`config.mk`:
```
export PLATFORM = sky130hd
export DESIGN_NAME = gcc_xcorr_engine
export DESIGN_NICKNAME = d
export VERILOG_FILES = /design/src/rtl/gcc_pkg.sv /design/src/rtl/xcorr_mac.sv /design/src/rtl/gcc_xcorr_engine.sv
export SDC_FILE = /design/constraint.sdc
export NUM_CORES = 2
export LEC_CHECK = 0
export BUFFER_PORTS_ARGS = -buffer_cell sky130_fd_sc_hd__buf_2
export CORE_MARGIN = 4
export CORE_UTILIZATION = 45
export CTS_BUF_LIST = sky130_fd_sc_hd__clkbuf_16
export DETAILED_ROUTE_END_ITERATION = 10
export GPL_ROUTABILITY_DRIVEN = 0
export RECOVER_POWER = 25
export SLEW_MARGIN = 20
export SYNTH_ARGS = -nofsm -noshare
export SYNTH_HDL_FRONTEND = slang
export SYNTH_MEMORY_MAX_BITS = 65536
export SYNTH_SLANG_ARGS = --single-unit
```
`constraint.sdc`:
```
create_clock -name clk -period 11.8 [get_ports clk]
set_clock_uncertainty 0.2 [all_clocks]
set_input_delay 2.36 -clock clk [delete_from_list [all_inputs] [get_ports clk]]
set_output_delay 2.36 -clock clk [all_outputs]
set_load 0.1 [all_outputs]
```
`src/rtl/gcc_pkg.sv`:
```
// Shared constants and encodings for the GCC cross-correlation engine.
// Holds sample/frame/lag sizing, derived widths, the compute FSM state
// encoding, the ping-pong buffer flag encoding and the output saturator.
package gcc_pkg;
  localparam int DW      = 16;              // PCM sample width (signed)
  localparam int N       = 64;              // samples per frame (power of 2)
  localparam int MAX_LAG = 16;              // maximum absolute lag
  localparam int OW      = 32;              // output word width (signed)
  localparam int L       = 2*MAX_LAG + 1;   // lags per frame

  localparam int NW = $clog2(N);                // sample index width
  localparam int PW = 2*DW;                     // product width
  localparam int AW = 2*DW + NW;                // accumulator width
  localparam int KW = $clog2(MAX_LAG + 1) + 1;  // signed lag width

  // Largest / smallest OW-bit signed values, sign-extended to AW bits.
  localparam logic signed [AW-1:0] SAT_HI = {{(AW-OW+1){1'b0}}, {(OW-1){1'b1}}};
  localparam logic signed [AW-1:0] SAT_LO = {{(AW-OW+1){1'b1}}, {(OW-1){1'b0}}};

  typedef enum logic [2:0] {
    ST_IDLE,
    ST_LOAD,
    ST_MAC,
    ST_FLUSH,
    ST_EMIT
  } state_t;

  typedef enum logic [1:0] {
    BUF_FREE,
    BUF_FULL,
    BUF_BUSY
  } buf_flag_t;

  function automatic logic signed [OW-1:0] sat_ow(input logic signed [AW-1:0] v);
    if (v > SAT_HI) return SAT_HI[OW-1:0];
    if (v < SAT_LO) return SAT_LO[OW-1:0];
    return v[OW-1:0];
  endfunction
endpackage

```
`src/rtl/xcorr_mac.sv`:
```
// Sequential signed multiply-accumulate for one correlation lag.
// Pipeline: operand register -> product register -> accumulator.
// Ports:
//   clk, rst_n   clock, synchronous active-low reset
//   clr          clear accumulator (takes priority over accumulation)
//   in_valid     a/b carry a term to accumulate this cycle
//   a, b         signed operands
//   emit         register sat(acc >>> OUT_SHIFT) onto out_data
//   out_data     saturated result, held between emits
//   out_valid    one-cycle strobe, high the cycle after emit
module xcorr_mac
  import gcc_pkg::*;
#(
  parameter int OUT_SHIFT = 6
) (
  input  logic                 clk,
  input  logic                 rst_n,
  input  logic                 clr,
  input  logic                 in_valid,
  input  logic signed [DW-1:0] a,
  input  logic signed [DW-1:0] b,
  input  logic                 emit,
  output logic signed [OW-1:0] out_data,
  output logic                 out_valid
);
  logic signed [DW-1:0] a_q, b_q;
  logic                 v0_q, v1_q;
  logic signed [PW-1:0] prod_q;
  logic signed [AW-1:0] acc_q;
  logic signed [AW-1:0] acc_sh;

  assign acc_sh = acc_q >>> OUT_SHIFT;

  always_ff @(posedge clk) begin
    if (!rst_n) begin
      a_q       <= '0;
      b_q       <= '0;
      v0_q      <= 1'b0;
      v1_q      <= 1'b0;
      prod_q    <= '0;
      acc_q     <= '0;
      out_data  <= '0;
      out_valid <= 1'b0;
    end else begin
      a_q    <= a;
      b_q    <= b;
      v0_q   <= in_valid;
      prod_q <= PW'(a_q) * PW'(b_q);
      v1_q   <= v0_q;
      if (clr) acc_q <= '0;
      else if (v1_q) acc_q <= acc_q + $signed({{NW{prod_q[PW-1]}}, prod_q});
      out_valid <= emit;
      // emit and clr coincide at lag boundaries: the old acc is read here.
      if (emit) out_data <= sat_ow(acc_sh);
    end
  end
endmodule

```
`src/rtl/gcc_xcorr_engine.sv`:
```
// Frame capture into two ping-pong buffers plus a sequential time-domain
// cross-correlator over lags -MAX_LAG..+MAX_LAG.
// Handshake: pcm_valid and xcorr_done are single-cycle strobes with no
// ready/backpressure; data is valid exactly in the strobe cycle.
// Ports:
//   clk, rst_n        clock, synchronous active-low reset
//   pcm_a, pcm_b      paired mic samples, signed, valid with pcm_valid
//   xcorr_data        correlation word for one lag, valid with xcorr_done
//   frame_busy        compute FSM not idle
//   frame_drop        pulse after the first sample of a discarded frame
module gcc_xcorr_engine
  import gcc_pkg::*;
#(
  parameter int OUT_SHIFT = 6
) (
  input  logic                 clk,
  input  logic                 rst_n,
  input  logic signed [DW-1:0] pcm_a,
  input  logic signed [DW-1:0] pcm_b,
  input  logic                 pcm_valid,
  output logic signed [OW-1:0] xcorr_data,
  output logic                 xcorr_done,
  output logic                 frame_busy,
  output logic                 frame_drop
);
  localparam logic signed [NW+1:0] IDX_N = (NW+2)'(N);

  logic signed [DW-1:0] buf_a [2][N];
  logic signed [DW-1:0] buf_b [2][N];
  buf_flag_t            flag_q [2];
  logic                 tag_q [2];      // frame sequence tag per buffer
  logic                 wr_seq_q, rd_seq_q;
  logic [NW-1:0]        cnt_q;
  logic                 cap_active_q, cap_buf_q;
  logic                 drop_q;

  state_t               state_q;
  logic                 cur_q;
  logic signed [KW-1:0] k_q;
  logic [NW-1:0]        n_q;
  logic                 flush_q;

  // Capture-side decisions.
  logic freeing, free0, free1, claim_ok, claim_idx, cap_now, wr_buf, wr_en;
  // Compute-side decisions.
  logic any_full, take_sel;
  logic signed [NW+1:0] idx;
  logic signed [DW-1:0] rd_a, rd_b;

  // The buffer released by the last EMIT is claimable in that same cycle.
  assign freeing   = (state_q == ST_EMIT) && (k_q == KW'(MAX_LAG));
  assign free0     = (flag_q[0] == BUF_FREE) || (freeing && !cur_q);
  assign free1     = (flag_q[1] == BUF_FREE) || (freeing && cur_q);
  assign claim_ok  = free0 || free1;
  assign claim_idx = !free0;
  assign cap_now   = (cnt_q == '0) ? claim_ok : cap_active_q;
  assign wr_buf    = (cnt_q == '0) ? claim_idx : cap_buf_q;
  assign wr_en     = rst_n && pcm_valid && cap_now;

  // Oldest FULL buffer: at most one tag matches the read sequence.
  assign any_full = (flag_q[0] == BUF_FULL) || (flag_q[1] == BUF_FULL);
  assign take_sel = !((flag_q[0] == BUF_FULL) &&
                      ((flag_q[1] != BUF_FULL) || (tag_q[0] == rd_seq_q)));

  assign idx = $signed({2'b00, n_q}) + (NW+2)'(k_q);

  always_comb begin
    rd_a = buf_a[cur_q][n_q];
    rd_b = '0;
    // Terms with n+k outside the frame contribute zero.
    if (idx >= 0 && idx < IDX_N) rd_b = buf_b[cur_q][idx[NW-1:0]];
  end

  always_ff @(posedge clk) begin
    if (wr_en) begin
      buf_a[wr_buf][cnt_q] <= pcm_a;
      buf_b[wr_buf][cnt_q] <= pcm_b;
    end
  end

  always_ff @(posedge clk) begin
    if (!rst_n) begin
      flag_q[0]    <= BUF_FREE;
      flag_q[1]    <= BUF_FREE;
      tag_q[0]     <= 1'b0;
      tag_q[1]     <= 1'b0;
      wr_seq_q     <= 1'b0;
      rd_seq_q     <= 1'b0;
      cnt_q        <= '0;
      cap_active_q <= 1'b0;
      cap_buf_q    <= 1'b0;
      drop_q       <= 1'b0;
      state_q      <= ST_IDLE;
      cur_q        <= 1'b0;
      k_q          <= '0;
      n_q          <= '0;
      flush_q      <= 1'b0;
    end else begin
      // Capture: the counter always advances, even for dropped frames.
      drop_q <= 1'b0;
      if (pcm_valid) begin
        cnt_q <= cnt_q + NW'(1);
        if (cnt_q == '0) begin
          cap_active_q <= claim_ok;
          cap_buf_q    <= claim_idx;
          drop_q       <= !claim_ok;
        end
        if (cnt_q == NW'(N-1) && cap_now) begin
          flag_q[wr_buf] <= BUF_FULL;
          tag_q[wr_buf]  <= wr_seq_q;
          wr_seq_q       <= !wr_seq_q;
          cap_active_q   <= 1'b0;
        end
      end

      // Compute FSM.
      case (state_q)
        ST_IDLE: begin
          if (any_full) begin
            cur_q            <= take_sel;
            flag_q[take_sel] <= BUF_BUSY;
            rd_seq_q         <= !rd_seq_q;
            state_q          <= ST_LOAD;
          end
        end
        ST_LOAD: begin
          k_q     <= KW'(-MAX_LAG);
          n_q     <= '0;
          state_q <= ST_MAC;
        end
        ST_MAC: begin
          n_q <= n_q + NW'(1);
          if (n_q == NW'(N-1)) begin
            flush_q <= 1'b0;
            state_q <= ST_FLUSH;
          end
        end
        ST_FLUSH: begin
          flush_q <= 1'b1;
          if (flush_q) state_q <= ST_EMIT;
        end
        ST_EMIT: begin
          if (k_q == KW'(MAX_LAG)) begin
            flag_q[cur_q] <= BUF_FREE;
            state_q       <= ST_IDLE;
          end else begin
            k_q     <= k_q + KW'(1);
            n_q     <= '0;
            state_q <= ST_MAC;
          end
        end
        default: state_q <= ST_IDLE;
      endcase
    end
  end

  xcorr_mac #(.OUT_SHIFT(OUT_SHIFT)) u_mac (
    .clk       (clk),
    .rst_n     (rst_n),
    .clr       ((state_q == ST_LOAD) || (state_q == ST_EMIT)),
    .in_valid  (state_q == ST_MAC),
    .a         (rd_a),
    .b         (rd_b),
    .emit      (state_q == ST_EMIT),
    .out_data  (xcorr_data),
    .out_valid (xcorr_done)
  );

  assign frame_busy = (state_q != ST_IDLE);
  assign frame_drop = drop_q;
endmodule

```
==> run_results.csv <==
group,metric,value,unit
layout,design_area,195000,um2
floorplan,initial_utilization,0.453,
job,cap_violations,39,
cts,hold_buffers,0,
cts,cts_resized,0,
logic_synthesis,yosys_warnings,0,
power,power.density,159,nW/um2
grt,grt_overflow,0,
status,failed_checks,"capacitance limit, slew limit",
cts,clkTransAtPathRegs,0.06,ns
logic_synthesis,synth_most_common_cell,"edfxtp_1",
timing,fin_crit,7.48,ns
floorplan,die_y,629,um
power,power.total,31.0,mW
grt,grt_use_total,0.241,
cts,clkLatencyLatePin,1.00,ns
status,status,"complete, but fails checks",
routing,detail_route.wl_per_cell,33.9,um
worst_setup_path,path_buf_inv,2,
worst_setup_path,endpoint_kind,"flop",
logic_synthesis,synth-edff-count,4098,
timing,rsz0062_at_grt,"no",
logic_synthesis,ys.flop_type,"edfxtp_1",
worst_setup_path,cp_cell_sequence,"clkbuf_1 > clkbuf_1",
logic_synthesis,synthCells,8498,
timing,slew_violations,2208,
power,p_leak,61.1,nW
logic_synthesis,yosysTopAreaCellShare,0.708,
layout,layout-drive-gt1-share,0.236,
timing,tns,0,ns
cts,htree_levels,5,
timing,tightest_slew,5.34,ns
floorplan,core_area,383000,um2
cts,cts_tree,"built",
cts,cts-buffers-inserted,426,
cts,cts_max_path_buffers,4,
cts,post_cts_buffers,0,
logic_synthesis,yosysSeqAreaShare,0.728,
timing,whs,0.239,ns
timing,finalCritPeriodShare,0.634,
layout,syn_to_final_growth,12.3,%
layout,final_cell_count_no_fill,14228,
timing,hold_viol_final,0,
floorplan,num_rows,227,
timing,worst_slack,4.32,ns
placed_design,placed_cells,13442,
worst_hold_path,hold_path_class,"reg2reg",
cts,numClockSinks,4267,
routing,vias,87051,
worst_setup_path,path_delay_family,"buffers and inverters",
layout,finalNetCount,9266,
layout,final_core_util,0.509,
worst_setup_path,crit_type,"in2reg",
routing,drt_iter0_drc,11362,
worst_setup_path,startpoint_type,"primary input",
grt,grt_pass1_wl,681,mm
routing,drc,0,
logic_synthesis,async_flop_share,0,
logic_synthesis,synth_top_cell_by_area,"edfxtp_1",
logic_synthesis,synth-seq-cells,4267,
timing,setup_viol,0,
grt,antenna_found_initial,35,
routing,vias_per_cell,6.12,
placed_design,placed_cell_area,182000,um2
worst_setup_path,critPathMaxFanout,95,
floorplan,die_area,396000,um2
routing,ant_nets,0,
worst_setup_path,cp_slowest_cell,"clkbuf_1",
power,ir_drop,130,uV
grt,grt_pass1_vias,88611,
placed_design,io_buffers,69,
worst_setup_path,critical_path.most_common_cell,"clkbuf_1",
logic_synthesis,synth_nets,8928,
placed_design,dp_hpwl,274,mm
grt,grt_max_degree,117,
worst_setup_path,cp.arrival,7.32,ns
placed_design,preCtsSetupSlack,4.89,ns
worst_setup_path,required,11.64,ns
logic_synthesis,syn_area,174000,um2
worst_setup_path,crit_path_max_incr_delay,3.53,ns
logic_synthesis,synthDistinctLibCells,76,
routing,drt_pass1_iterations,6,
logic_synthesis,netlist_top_cells_area,"edfxtp_1 71%, mux4_2 14%, fa_1 3.0%",
floorplan,io_pins,70,
routing,wl,482,mm
floorplan,die_x,629,um
logic_synthesis,synth_common_cells,"4098 x edfxtp_1, 1108 x mux4_2, 364 x nand2_1",
logic_synthesis,syn_avg_cell_area,20.4,um2
timing,max-slew-margin-rel,-2.56,
timing,fmax,134,MHz
cts,root_buffer,"clkbuf_16",
## cells in the final DEF, fill, tap and decap left out, types with 55 or more instances in the layout
cell / netlist / final
nand3_1: 62 / 59
mux4_2: 1108 / 1108
dfxtp_1: 169 / 162
nand2_1: 364 / 358
nor2_4: 0 / 128
buf_4: 62 / 247
nor2_1: 317 / 189
a21oi_1: 164 / 164
and2_1: 140 / 137
clkbuf_16: 0 / 434
edfxtp_1: 4098 / 4098
clkinv_2: 0 / 77
fa_1: 264 / 263
inv_1: 304 / 404
ha_1: 131 / 130
clkinv_1: 2 / 101
mux2i_1: 321 / 318
o22ai_1: 55 / 55
o21ai_0: 117 / 117
## report_power, final
part,internal (mW),switching (mW)
logic,0.391,0.846
registers,16.7,0.0603
clock network,7.27,5.74
## final timing paths
check                                               from                     endpoint  slack [ns]  cells past startpoint
worst min-delay path               u_mac.v0_q$_SDFF_PN0_        u_mac.v1_q$_SDFF_PN0_        0.24                      1
worst max register to register  u_mac.a_q[15]$_SDFF_PN0_  u_mac.prod_q[28]$_SDFF_PN0_        4.85                     19
worst max-delay path                            pcm_b[5]      buf_b[1][325]$_DFFE_PP_        4.32                      2
worst min register to register     u_mac.v0_q$_SDFF_PN0_        u_mac.v1_q$_SDFF_PN0_        0.24                      1
## worst reg2reg max path: stages, from the launching register on
cell      delay [ns]
dfxtp_1         0.72
nand2_1         0.22
inv_1           0.17
fa_1            0.55
fa_1            0.91
fa_1            0.53
fa_1            0.51
fa_1            0.49
inv_1           0.05
fa_1            0.48
inv_1           0.04
ha_1            0.34
a21oi_1         0.19
o211ai_1        0.14
a221oi_1        0.50
nor2_1          0.16
a21oi_1         0.18
o21ai_0         0.13
xor2_1          0.15
and2_1          0.16
## final cells by class
type	instances	area, um2
clock inverter	340	2550
inverter	306	1150
clock buffer	434	10900
multi-input combinational	3491	45300
fill	30289	188000
sequential	4267	126000
timing repair buffer	344	2580
antenna	8	20.0
tap	5038	6300
## state kept, by name, summed over array words and instances, names as in the netlist, 4 cells and up, named ones only
name	cells
buf_a	2048
buf_b	2048
u_mac.acc_q	38
u_mac.out_data	32
u_mac.prod_q	32
u_mac.a_q	16
u_mac.b_q	16
cnt_q	6
k_q	6
n_q	6
flag_q	4
## layer usage
layer	part of all wire	GRT usage	wire, um	vias to the layer above
li1	-	-	-	35057
met1	0.40	0.335	191000	47214
met2	0.48	0.387	230000	4000
met3	0.092	0.0494	44500	768
met4	0.034	0.0728	16400	12
met5	0.00017	0	81	-
## logic make-up after synthesis
logic type,after synthesis,synth area share
fa+ha+maj,395,0.0398
xor+xnor,76,0.00383
flops,4267,0.728
buf+inv,740,0.0189
simple gates,992,0.0254
mux,1431,0.162
compound gates,597,0.0222
Note: power is estimated with default switching activity, not from simulation.
